`config.mk`:
```
export PLATFORM = sky130hd
export DESIGN_NAME = tmds_channel_rx
export DESIGN_NICKNAME = d
export VERILOG_FILES = /design/src/rtl/hdmi_pkg.sv /design/src/rtl/tmds_decode.sv /design/src/rtl/tmds_channel_rx.sv
export SDC_FILE = /design/constraint.sdc
export NUM_CORES = 1
export LEC_CHECK = 0
export ABC_CLOCK_PERIOD_IN_PS = 6000
export BUFFER_PORTS_ARGS = -buffer_cell sky130_fd_sc_hd__clkbuf_2
export CORE_MARGIN = 4
export CORE_UTILIZATION = 58
export DETAILED_ROUTE_END_ITERATION = 10
export GPL_ROUTABILITY_DRIVEN = 0
export PLACE_DENSITY = 0.86
export SYNTH_ARGS = -nofsm -noshare
export SYNTH_HDL_FRONTEND = slang
export SYNTH_SLANG_ARGS = --single-unit
```
`constraint.sdc`:
```
create_clock -name clk_pixel -period 6 [get_ports clk_pixel]
set_input_delay 0.9 -clock clk_pixel [delete_from_list [all_inputs] [get_ports clk_pixel]]
set_output_delay 0.9 -clock clk_pixel [all_outputs]
set_load 0.05 [all_outputs]
```
`src/rtl/hdmi_pkg.sv`:
```
// Shared HDMI TMDS definitions: control tokens, TERC4 table, guard-band codes
// and the receive alignment state type.
package hdmi_pkg;

    localparam logic [9:0] CTRL_TOKEN [4] = '{
        10'b1101010100, 10'b0010101011, 10'b0101010100, 10'b1010101011
    };

    localparam logic [9:0] TERC4_CODE [16] = '{
        10'b1010011100, 10'b1001100011, 10'b1011100100, 10'b1011100010,
        10'b0101110001, 10'b0100011110, 10'b0110001110, 10'b0100111100,
        10'b1011001100, 10'b0100111001, 10'b0110011100, 10'b1011000110,
        10'b1010001110, 10'b1001110001, 10'b0101100011, 10'b1011000011
    };

    // Lane 0 carries no island guard; its entry is never matched.
    localparam logic [9:0] VIDEO_GUARD  [3] = '{10'b1011001100, 10'b0100110011, 10'b1011001100};
    localparam logic [9:0] ISLAND_GUARD [3] = '{10'b0000000000, 10'b0100110011, 10'b0100110011};

    typedef enum logic {
        SEARCH = 1'b0,
        LOCKED = 1'b1
    } rx_state_e;

    function automatic logic [3:0] next_offset(input logic [3:0] cur);
        return (cur == 4'd9) ? 4'd0 : cur + 4'd1;
    endfunction

endpackage

```
`src/rtl/tmds_decode.sv`:
```
// Combinational TMDS symbol decoder: video 8b/10b, control token and TERC4 lookups.
module tmds_decode
    import hdmi_pkg::*;
(
    input  logic [9:0] word,
    output logic [7:0] video_data,
    output logic       ctrl_valid,
    output logic [1:0] ctrl,
    output logic       terc4_valid,
    output logic [3:0] terc4
);

    logic [7:0] d;

    assign d = word[9] ? ~word[7:0] : word[7:0];
    // q[8] selects XOR (1) or XNOR (0) chaining of adjacent bits
    assign video_data = {(d[7:1] ^ d[6:0]) ^ {7{~word[8]}}, d[0]};

    always_comb begin
        ctrl_valid  = 1'b0;
        ctrl        = 2'd0;
        terc4_valid = 1'b0;
        terc4       = 4'd0;
        for (int i = 0; i < 4; i++) begin
            if (word == CTRL_TOKEN[i]) begin
                ctrl_valid = 1'b1;
                ctrl       = 2'(i);
            end
        end
        for (int i = 0; i < 16; i++) begin
            if (word == TERC4_CODE[i]) begin
                terc4_valid = 1'b1;
                terc4       = 4'(i);
            end
        end
    end

endmodule

```
`src/rtl/tmds_channel_rx.sv`:
```
// One TMDS receive lane: bit-slip word alignment on control tokens, then a
// registered parallel decode of every aligned word.
module tmds_channel_rx
    import hdmi_pkg::*;
#(
    parameter int CN            = 0,
    parameter int LOCK_COUNT    = 8,
    parameter int SEARCH_WINDOW = 4096
) (
    input  logic       clk_pixel,
    input  logic       reset,
    input  logic [9:0] raw,
    output logic       locked,
    output logic [3:0] offset,
    output logic [7:0] video_data,
    output logic       ctrl_valid,
    output logic [1:0] ctrl,
    output logic       terc4_valid,
    output logic [3:0] terc4,
    output logic       video_guard,
    output logic       island_guard
);

    localparam int              CW       = $clog2(SEARCH_WINDOW + 1);
    localparam logic [CW-1:0]   WIN_LAST = CW'(SEARCH_WINDOW - 1);
    localparam logic [CW-1:0]   RUN_LOCK = CW'(LOCK_COUNT);

    logic [9:0]    prev;
    logic [9:0]    word;
    logic [31:0]   window;
    logic [9:0]    aligned;

    logic [7:0]    dec_video;
    logic          dec_ctrl_valid;
    logic [1:0]    dec_ctrl;
    logic          dec_terc4_valid;
    logic [3:0]    dec_terc4;

    rx_state_e     state, state_next;
    logic [3:0]    offset_next;
    logic [CW-1:0] run, run_next;
    logic [CW-1:0] win, win_next;
    logic [CW-1:0] run_inc;

    // Padding keeps the variable part-select in range for any 4-bit offset.
    assign window  = {12'd0, raw, prev};
    assign aligned = window[offset +: 10];

    tmds_decode u_decode (
        .word        (word),
        .video_data  (dec_video),
        .ctrl_valid  (dec_ctrl_valid),
        .ctrl        (dec_ctrl),
        .terc4_valid (dec_terc4_valid),
        .terc4       (dec_terc4)
    );

    // Stage 1: history + aligned word; stage 2: registered decode outputs
    always_ff @(posedge clk_pixel) begin
        if (reset) begin
            prev         <= '0;
            word         <= '0;
            video_data   <= '0;
            ctrl_valid   <= 1'b0;
            ctrl         <= '0;
            terc4_valid  <= 1'b0;
            terc4        <= '0;
            video_guard  <= 1'b0;
            island_guard <= 1'b0;
        end else begin
            prev         <= raw;
            word         <= aligned;
            video_data   <= dec_video;
            ctrl_valid   <= dec_ctrl_valid;
            ctrl         <= dec_ctrl;
            terc4_valid  <= dec_terc4_valid;
            terc4        <= dec_terc4;
            video_guard  <= (word == VIDEO_GUARD[CN]);
            island_guard <= (CN != 0) && (word == ISLAND_GUARD[CN]);
        end
    end

    always_ff @(posedge clk_pixel) begin
        if (reset) begin
            state  <= SEARCH;
            offset <= '0;
            run    <= '0;
            win    <= '0;
        end else begin
            state  <= state_next;
            offset <= offset_next;
            run    <= run_next;
            win    <= win_next;
        end
    end

    // The FSM watches the registered ctrl_valid, i.e. tokens as seen on the outputs.
    assign run_inc = (run == RUN_LOCK) ? run : run + CW'(1);

    always_comb begin
        state_next  = state;
        offset_next = offset;
        run_next    = ctrl_valid ? run_inc : '0;
        win_next    = win + CW'(1);
        case (state)
            SEARCH: begin
                if (run_next == RUN_LOCK) begin
                    state_next = LOCKED;
                    win_next   = '0;
                end else if (win == WIN_LAST) begin
                    offset_next = next_offset(offset);
                    run_next    = '0;
                    win_next    = '0;
                end
            end
            LOCKED: begin
                if (ctrl_valid) begin
                    win_next = '0;
                end
                if (win == WIN_LAST) begin
                    state_next  = SEARCH;
                    offset_next = next_offset(offset);
                    run_next    = '0;
                    win_next    = '0;
                end
            end
            default: state_next = SEARCH;
        endcase
    end

    assign locked = (state == LOCKED);

endmodule
```
==> metrics <==
run status completed; IO Port Bufs 33; skew final roughly 0.0063 ns; most frequent cells in the layout dfxtp_1, nor2_1, clkbuf_2, a21oi_1; worst slew pin tran 1.07 ns; leakage 1.57 nW; CTS Root Cell clkbuf_8; Worst VDD drop roughly 160 uV; hold_buf cts 0; Routed Antenna Nets 0; Yosys reg bits 68; fraction of layout cells with a size suffix above 1 between 15 and 20%; worst r2r src run[0]$_SDFF_PP0_; Die Y between 80 and 90 um; Multi-input gate area ~2300 sq um; Setup WS post-layout a little over 3 ns; Crit path largest cell delay roughly 0.56 ns; std cell rows 29; first-pass GRT wire length about 13000 um; htree depth 3; Max Fclk ~350 MHz; M3 GR Usage 5.07%; max-slew violation count 0; r2r endpoint win[1]$_SDFF_PP0_; die area approximately 7900 sq um; Final setup violation count 0; Bufs and invs on worst path 0; Psw ~0.24 mW; Vias/cell 6.01; Clock transition at path regs 0.07 ns; drt total wl just under 8000 um; R2R Setup Slk between 3 and 4 ns; Clk pwr share a little over 40%; cell family contributing the most delay on the critical path simple AND/OR/NAND/NOR gates; DR WL/cell between 10 and 15 um; vias in the first global route between 2000 and 3000; critical path, cell by cell ha_1 -> nand3_2 -> or4_4 -> a2111oi_4 -> o2111ai_2 -> nor2_2 -> nor3_1 -> and2_1; sw frac about 25%; Hold Crit Class reg2reg; most common cell after layout, fill and taps aside dfxtp_1; M2 GR Usage a little over a third; Worst Path Required approximately 6.3 ns; HPWL after DPL 5420 um; CTS Buf Count 9; clock buffer depth 2; Final Power 0.944 mW; Core ar. about 6300 sq um; number of fill cells in the layout 500; sequential share of the synthesized area a little over a third; DRC Markers 0; CP Launch Type flop; Hold Startpoint win[12]$_SDFF_PP0_; All-Layer GR Usage between 20 and 25%; Comb pwr share under 10%; Int Pwr roughly 0.71 mW; Yosys warning total 0; Syn Area/Cell roughly 8.8 sq um; Max-Cap Viols 0; met1 GRT Util between 20% and 30%; total clock sinks approximately 70; CTS tree built; FF-to-FF path depth 8; CP max FO 14; crit path kind reg2reg; # Post-CTS Setup Buffers 0; DRT iter0 DRCs about 290; Vias around 3200; sequential fraction of design power between 50% and 60%; Slew HR 28.3%; grt ovf 0; Synthesized Nets ~460; fin crit share 48.2%; Antenna diodes 0; WHS Endpoint win[12]$_SDFF_PP0_; Post-CTS Resized 0; Post-synth EDFFs 0; hold path depth 2; Mapped Area ~3800 sq um; register area approximately 1400 sq um; Final min period between 2 and 3 ns; synth unique cells 53; Die Wd just under 90 um; Main synth FF type dfxtp_1; NumNets Final around 480; DP Worst Slack a little over 3 ns; P&R area growth vs syn 9.39%; Synth Instances about 430; Critical Path AT between 3 and 4 ns; Sum Neg Setup Slack 0 ns; CP max-delay cell or4_4; Async SR Flop Fraction 0%; Initial DRT Pass Iterations 5; busiest layer in global routing met2; RSZ-0062 raised after global routing false; PwrDens about 230 nW/um^2; Worst Setup End Kind flop; initial antenna violation count 0; final hold vios 0; Initial Utilization between 60 and 70%; largest net degree at the start of global routing 49; Ports 35; clk_lat worst skew roughly 0.35 ns
-- worst max path at each step --
stage,from,end,slack (ns),cells past startpoint
after global placement,run[0]$_SDFF_PP0_,win[1]$_SDFF_PP0_,3.22,8
final,run[0]$_SDFF_PP0_,win[1]$_SDFF_PP0_,3.11,8
after global routing,run[0]$_SDFF_PP0_,win[1]$_SDFF_PP0_,2.89,8
after detailed placement,run[0]$_SDFF_PP0_,win[1]$_SDFF_PP0_,3.11,8
after CTS,run[0]$_SDFF_PP0_,win[1]$_SDFF_PP0_,3.11,8
after floorplan,offset[1]$_SDFFE_PP0P_,word[9]$_SDFF_PP0_,3.55,8
-- registers in the layout (all words and copies together), names as in the netlist --
signal	count
terc4_valid	1
prev	10
run	13
locked	1
video_data	8
ctrl_valid	1
ctrl	2
win	13
word	10
terc4	4
video_guard	1
offset	4
-- power by group through the flow --
| stage | Combinational (mW) | Clock (mW) | Sequential (mW) |
|---|---|---|---|
| 6_report | 0.0827 | 0.387 | 0.474 |
| 5_1_grt | 0.0908 | 0.412 | 0.475 |
| 4_1_cts | 0.0825 | 0.390 | 0.474 |
| 3_5_place_dp | 0.0819 | 0 | 0.484 |
| 3_3_place_gp | 0.0795 | 0 | 0.483 |
| 2_1_floorplan | 0.0460 | 0 | 0.499 |
-- routing by layer --
layer	part of all wire, %	up-vias
met5	0	-
met4	2.4	0
met3	7.1	19
met2	47	133
met1	44	1475
li1	-	1581
-- synthesized netlist by cell type (all sizes together), types with 12 or more instances --
cell / n / area share (%)
dfxtp: 68 / 36
nor2: 51 / 5.1
a21oi: 28 / 3.9
clkbuf: 18 / 1.8
nor4: 13 / 2.1
xor2: 15 / 3.4
mux2i: 17 / 4.5
xnor2: 17 / 3.9
o21ai: 12 / 1.9
a211oi: 13 / 2.6
nand2: 20 / 2.0
inv: 13 / 1.3
nand4: 17 / 2.8
ha: 15 / 4.9
nor2b: 20 / 3.3
-- logic make-up after synthesis --
logic type	after synthesis	share of synthesized area [%]
other	1	0.0984
muxes	30	10.1
adders and majority gates	15	4.92
buffers and inverters	40	4.27
xor gates and xnor gates	32	7.35
DFF	68	35.7
AOI/OAI and AO/OA	72	12.7
and+or+nand+nor	176	24.9
-- worst register-to-register path, stage by stage (launching register included) --
cell and delay, ns:
dfxtp_1 0.48, ha_1 0.31, nand3_2 0.16, or4_4 0.56
a2111oi_4 0.31, o2111ai_2 0.22, nor2_2 0.46, nor3_1 0.10
and2_1 0.20
-- stage by stage --
step / instance area, sq um / std cells / utilization, % / hold WS (ns)
after floorplan: 3810 / 434 / - / 0.445
after global placement: 3970 / 518 / 62.5 / 0.454
after detailed placement: 3970 / 518 / 62.5 / 0.460
after CTS: 4170 / 534 / 65.7 / 0.472
after global routing: 4170 / 534 / 65.7 / 0.514
final: 4170 / 534 / 65.7 / 0.472
-- cell type report --
cell class	count	share of cell area, %
well taps	77	2.31
multi-input cells	326	54.9
clock buffers	12	3.72
clock inverters	4	1.14
inverters	13	1.17
repair buffers	34	4.14
flip-flops and latches	68	32.6
Power figures use the tool's default switching activity.
